==> src/rtl/mem_arbiter.sv <==
// Two-port memory arbiter. The core (c_*) and loader/debug (d_*) ports share
// one memory port (m_*). Ties are broken round-robin, and any memory access
// that stalls too long is ended with err set.
module mem_arbiter #(
    parameter int AW      = 16,
    parameter int DW      = 16,
    parameter int TIMEOUT = 15
) (
    input  logic          clk,
    input  logic          rst,
    // core port
    input  logic          c_req_i,
    input  logic          c_we_i,
    input  logic [AW-1:0] c_addr_i,
    input  logic [DW-1:0] c_wdata_i,
    output logic [DW-1:0] c_rdata_o,
    output logic          c_ack_o,
    // loader/debug port
    input  logic          d_req_i,
    input  logic          d_we_i,
    input  logic [AW-1:0] d_addr_i,
    input  logic [DW-1:0] d_wdata_i,
    output logic [DW-1:0] d_rdata_o,
    output logic          d_ack_o,
    // memory port
    output logic          m_req_o,
    output logic          m_we_o,
    output logic [AW-1:0] m_addr_o,
    output logic [DW-1:0] m_wdata_o,
    input  logic [DW-1:0] m_rdata_i,
    input  logic          m_ready_i,
    // status
    output logic          err_o,
    output logic          owner_o
);

    // state | meaning
    // IDLE  | no transaction; arbitrate pending requests
    // ISSUE | m_req high, waiting for m_ready or the wait limit
    // DONE  | one-cycle ack to the owner, err valid
    typedef enum logic [1:0] {
        IDLE  = 2'd0,
        ISSUE = 2'd1,
        DONE  = 2'd2
    } state_t;

    // The wait limit never exceeds 255, so an 8-bit counter is enough.
    localparam logic [7:0] WAIT_MAX = 8'(TIMEOUT);

    state_t        state_q, state_d;
    logic [7:0]    wait_q, wait_d;
    logic          last_q, last_d;
    logic          owner_q, owner_d;
    logic          we_q, we_d;
    logic [AW-1:0] addr_q, addr_d;
    logic [DW-1:0] wdata_q, wdata_d;
    logic          err_q, err_d;
    logic [DW-1:0] c_rdata_q, c_rdata_d;
    logic [DW-1:0] d_rdata_q, d_rdata_d;
    logic          winner;

    // Round-robin pick: a lone request wins; on a tie the side not served last wins.
    always_comb begin
        winner = 1'b0;
        if (c_req_i && d_req_i) begin
            winner = ~last_q;
        end else if (d_req_i) begin
            winner = 1'b1;
        end
    end

    // Next-state logic; the request fields are captured on the grant edge.
    always_comb begin
        state_d   = state_q;
        wait_d    = wait_q;
        last_d    = last_q;
        owner_d   = owner_q;
        we_d      = we_q;
        addr_d    = addr_q;
        wdata_d   = wdata_q;
        err_d     = err_q;
        c_rdata_d = c_rdata_q;
        d_rdata_d = d_rdata_q;
        case (state_q)
            IDLE: begin
                if (c_req_i || d_req_i) begin
                    state_d = ISSUE;
                    wait_d  = 8'd0;
                    owner_d = winner;
                    last_d  = winner;
                    err_d   = 1'b0;
                    we_d    = winner ? d_we_i    : c_we_i;
                    addr_d  = winner ? d_addr_i  : c_addr_i;
                    wdata_d = winner ? d_wdata_i : c_wdata_i;
                end
            end
            ISSUE: begin
                // m_ready takes priority over an expiring wait counter.
                if (m_ready_i) begin
                    state_d = DONE;
                    err_d   = 1'b0;
                    if (!we_q) begin
                        if (owner_q) d_rdata_d = m_rdata_i;
                        else         c_rdata_d = m_rdata_i;
                    end
                end else if (wait_q == WAIT_MAX) begin
                    state_d = DONE;
                    err_d   = 1'b1;
                    if (!we_q) begin
                        if (owner_q) d_rdata_d = '0;
                        else         c_rdata_d = '0;
                    end
                end else begin
                    wait_d = wait_q + 8'd1;
                end
            end
            DONE: begin
                state_d = IDLE;
            end
            default: begin
                state_d = IDLE;
            end
        endcase
    end

    // State registers; after reset the loader counts as last served so the core wins the first tie.
    always_ff @(posedge clk or posedge rst) begin
        if (rst) begin
            state_q   <= IDLE;
            wait_q    <= 8'd0;
            last_q    <= 1'b1;
            owner_q   <= 1'b0;
            we_q      <= 1'b0;
            addr_q    <= '0;
            wdata_q   <= '0;
            err_q     <= 1'b0;
            c_rdata_q <= '0;
            d_rdata_q <= '0;
        end else begin
            state_q   <= state_d;
            wait_q    <= wait_d;
            last_q    <= last_d;
            owner_q   <= owner_d;
            we_q      <= we_d;
            addr_q    <= addr_d;
            wdata_q   <= wdata_d;
            err_q     <= err_d;
            c_rdata_q <= c_rdata_d;
            d_rdata_q <= d_rdata_d;
        end
    end

    // Outputs are decoded from the state so m_req and the acks drop as soon as reset asserts.
    always_comb begin
        m_req_o   = (state_q == ISSUE);
        c_ack_o   = (state_q == DONE) && !owner_q;
        d_ack_o   = (state_q == DONE) &&  owner_q;
        err_o     = (state_q == DONE) &&  err_q;
        m_we_o    = we_q;
        m_addr_o  = addr_q;
        m_wdata_o = wdata_q;
        owner_o   = owner_q;
        c_rdata_o = c_rdata_q;
        d_rdata_o = d_rdata_q;
    end

endmodule

==> config.mk <==
export PLATFORM = sky130hd
export DESIGN_NAME = mem_arbiter
export DESIGN_NICKNAME = d
export VERILOG_FILES = /design/src/rtl/mem_arbiter.sv
export SDC_FILE = /design/constraint.sdc
export NUM_CORES = 1
export LEC_CHECK = 0
export CAP_MARGIN = 0
export CORE_UTILIZATION = 45
export DETAILED_ROUTE_END_ITERATION = 12
export GPL_ROUTABILITY_DRIVEN = 0
export PLACE_DENSITY = 0.95
export SLEW_MARGIN = 20
export SYNTH_ARGS = -nofsm -noshare
export SYNTH_HDL_FRONTEND = slang
export SYNTH_SLANG_ARGS = --single-unit
==> constraint.sdc <==
create_clock -name clk -period 6.7 [get_ports clk]
set_input_delay 1.005 -clock clk [delete_from_list [all_inputs] [get_ports clk]]
set_output_delay 1.005 -clock clk [all_outputs]
set_load 0.1 [all_outputs]
==> impl_results.md <==
- Status: complete, no violations
- Post-CTS Hold Buffers: 0
- CTS tree: done
- Total CTS buffers: 9
- DPL Wire Length: 6.79 mm
- Drt wl/cell: 16.3 um
- Initial core utilization: 47.3%
- Final setup fails: 0
- Final nets: 533
- Synth warnings: 0
- Worst Skew: 15.8 ps
- DR DRC count: 0
- # diodes: 0
- Multi-input logic area: 0.00139 mm^2
- Netlist Area Pre-Place: about 0.0035 mm^2
- Initial antenna violation count: 0
- Crit Path Category: reg2out
- First-pass GRT wire length: 14.7 mm
- Syn Inst Count: 295
- Worst-skew pair later-pin latency: 340 ps
- Largest cells by area after synthesis: dfrtp_1 (55%), mux2i_1 (9.8%), a32o_1 (8.3%)
- Cts repair resizes: 0
- Avg Cell Area, Syn: roughly 12 um^2
- Number of flops mapped to enable cells by yosys: 0
- Yosys cell types: 39
- Top cell type by total area after synthesis: dfrtp_1
- Util after Layout: between 70 and 80%
- I/O Pins: 157
- Post-route cell area: 0.00526 mm^2
- Fillers: 511
- Share of layout cells above drive strength 1: 8.00%
- Final Cycle Share: 48.7%
- CTS sink count: 78
- Non-filler cells, final: 549
- Ys flop type: dfrtp_1
- Initial DRC Count: 200
- Die W: around 90 um
- Area growth syn-to-layout: 51.0%
- Die area: 0.00810 mm^2
- Largest stage delay on the critical path: 1170 ps
- Clk root buf: clkbuf_8
- Flops & latches, synth: approximately 80
- DR vias/cell: 5.46
- Top-count cell post-synth: dfrtp_1
- Die Height: 90.0 um
- Rows: 31
- CORE AREA: 0.00737 mm^2
- Critical path required time: ~5700 ps
- Cells along the critical path: nand2b_4, inv_2, clkdlybuf4s50_1
- CTS H-tree lvls: 3
- GR Overflow Total: 0
- Min Tclk post-route: 3260 ps
- Final Hold Viols: 0
- RSZ-0062 raised after global routing: no
- Number of max-cap violations: 0
- Seq/Total Area, Yosys: 56.1%
- Number of routed nets with antenna violations: 0
- F_max: 307 MHz
- Largest net degree at the start of global routing: ~80
- 1st-pass router iterations: 4
- Total setup buffers inserted after CTS: 0
- Yosys top cell area share: ~55%
- Placed Area: 0.00506 mm^2
- Vias in the first global route: 3073
- Synth async-reset ratio: 100%
- Clk pin slew, worst setup/hold paths: 80 ps
- Critical-path top delay cell: clkdlybuf4s50_1
- Relative slew slack: between 30% and 40%
- Cells after DPL: 533
- Worst-Margin Slew: 1020 ps
- Most instantiated cells after synthesis: dfrtp_1 (77), nand2_1 (43), o21ai_0 (38)
- Final WL: 8.93 mm
- Largest fanout on the critical path: 11
- Sequential Area: ~0.0020 mm^2
- PortBufs: 156
- Hold crit path type: reg2reg
- Syn Nets: 383
- Arrival time worst endpoint: 2260 ps
- Detailed-route via count: roughly 3000
- Pins Over Slew Limit: 0
- Setup TNS: 0 ps
- Setup crit end kind: output pin
- All-layer global routing usage: between 20% and 30%
- Startpoint class of the critical path: flop
- Clock tree buffer depth: 2
cells by family after synthesis:
group                    count (synthesis)  share of synthesized area [%]
AO/OA/AOI/OAI                           90                           18.9
adder cells (fa/ha/maj)                  1                          0.359
buffers and inverters                   24                           4.81
flip-flops                              78                           56.1
multiplexers                            34                           9.77
AND/OR/NAND/NOR                         68                           10.1
stage by stage:
stage | hold WS [ps] | worst slack, ps
6_report | 488 | 3440
5_1_grt | 524 | 3340
4_1_cts | 491 | 3420
3_5_place_dp | 471 | 3590
3_3_place_gp | 460 | 3740
2_1_floorplan | 495 | 2510
final timing paths:
check | start | endpoint | slack (ps) | cells after the start
max in group asynchronous | rst | d_rdata_o[7]$_DFFE_PP0P_ | 4810 | 3
min reg2reg | m_addr_o[7]$_DFFE_PP0P_ | m_addr_o[7]$_DFFE_PP0P_ | 490 | 2
min | m_addr_o[7]$_DFFE_PP0P_ | m_addr_o[7]$_DFFE_PP0P_ | 490 | 2
max reg2reg | state_q[1]$_DFFE_PP0P_ | d_rdata_o[12]$_DFFE_PP0P_ | 4750 | 5
max | state_q[1]$_DFFE_PP0P_ | m_req_o | 3440 | 3
min in group asynchronous | rst | wait_q[2]$_DFFE_PP0P_ | 1270 | 3
layout make-up:
| class | instances | share of cell area, % |
|---|---|---|
| Multi-Input combinational cell | 193 | 26.3 |
| Clock buffer | 9 | 2.35 |
| Timing Repair Buffer | 159 | 30.0 |
| Inverter | 4 | 0.309 |
| Tap cell | 99 | 2.35 |
| Clock inverter | 7 | 1.52 |
| Sequential cell | 78 | 37.1 |
routing by layer:
metal  up-vias  track usage, %  part of all wire, %
met4         0            8.06                  1.4
met2       145            41.0                   52
met1      1450            27.2                   39
met3        10            5.50                  6.9
li1       1392               -                    -
met5         -               0                    0
state kept, by name, summed over array words and instances (netlist names), 2 cells and up:
name and count:
c_rdata_o 16, state_q 2, m_addr_o 16, m_wdata_o 16
d_rdata_o 16, wait_q 8
layout by cell type, fill, tap and decap left out, types with 2 or more instances in the layout:
cell and n:
and3_1 2, clkbuf_8 9, nor3_1 2, a21oi_1 5, o2bb2ai_1 3, mux2i_1 34, dfrtp_1 77, a32o_1 29
clkdlybuf4s50_1 155, inv_1 2, o21a_1 2, o21ai_0 38, clkinv_2 2, inv_6 2, a22o_1 2, and3b_1 2
nor2_1 3, nand3_1 6, nand2_4 2, a31oi_1 3, buf_4 3, nand2_1 43
critical path, delay by kind of cell, from the launching register on:
kind / cells / cell delay [ps]
flip-flops: 1 / 410
buffers and inverters: 2 / 1320
AND/OR/NAND/NOR: 1 / 190
Power is left out: the tool's default activity adds up to more than one toggle a clock period on the data nets, which glitch-free logic cannot reach.
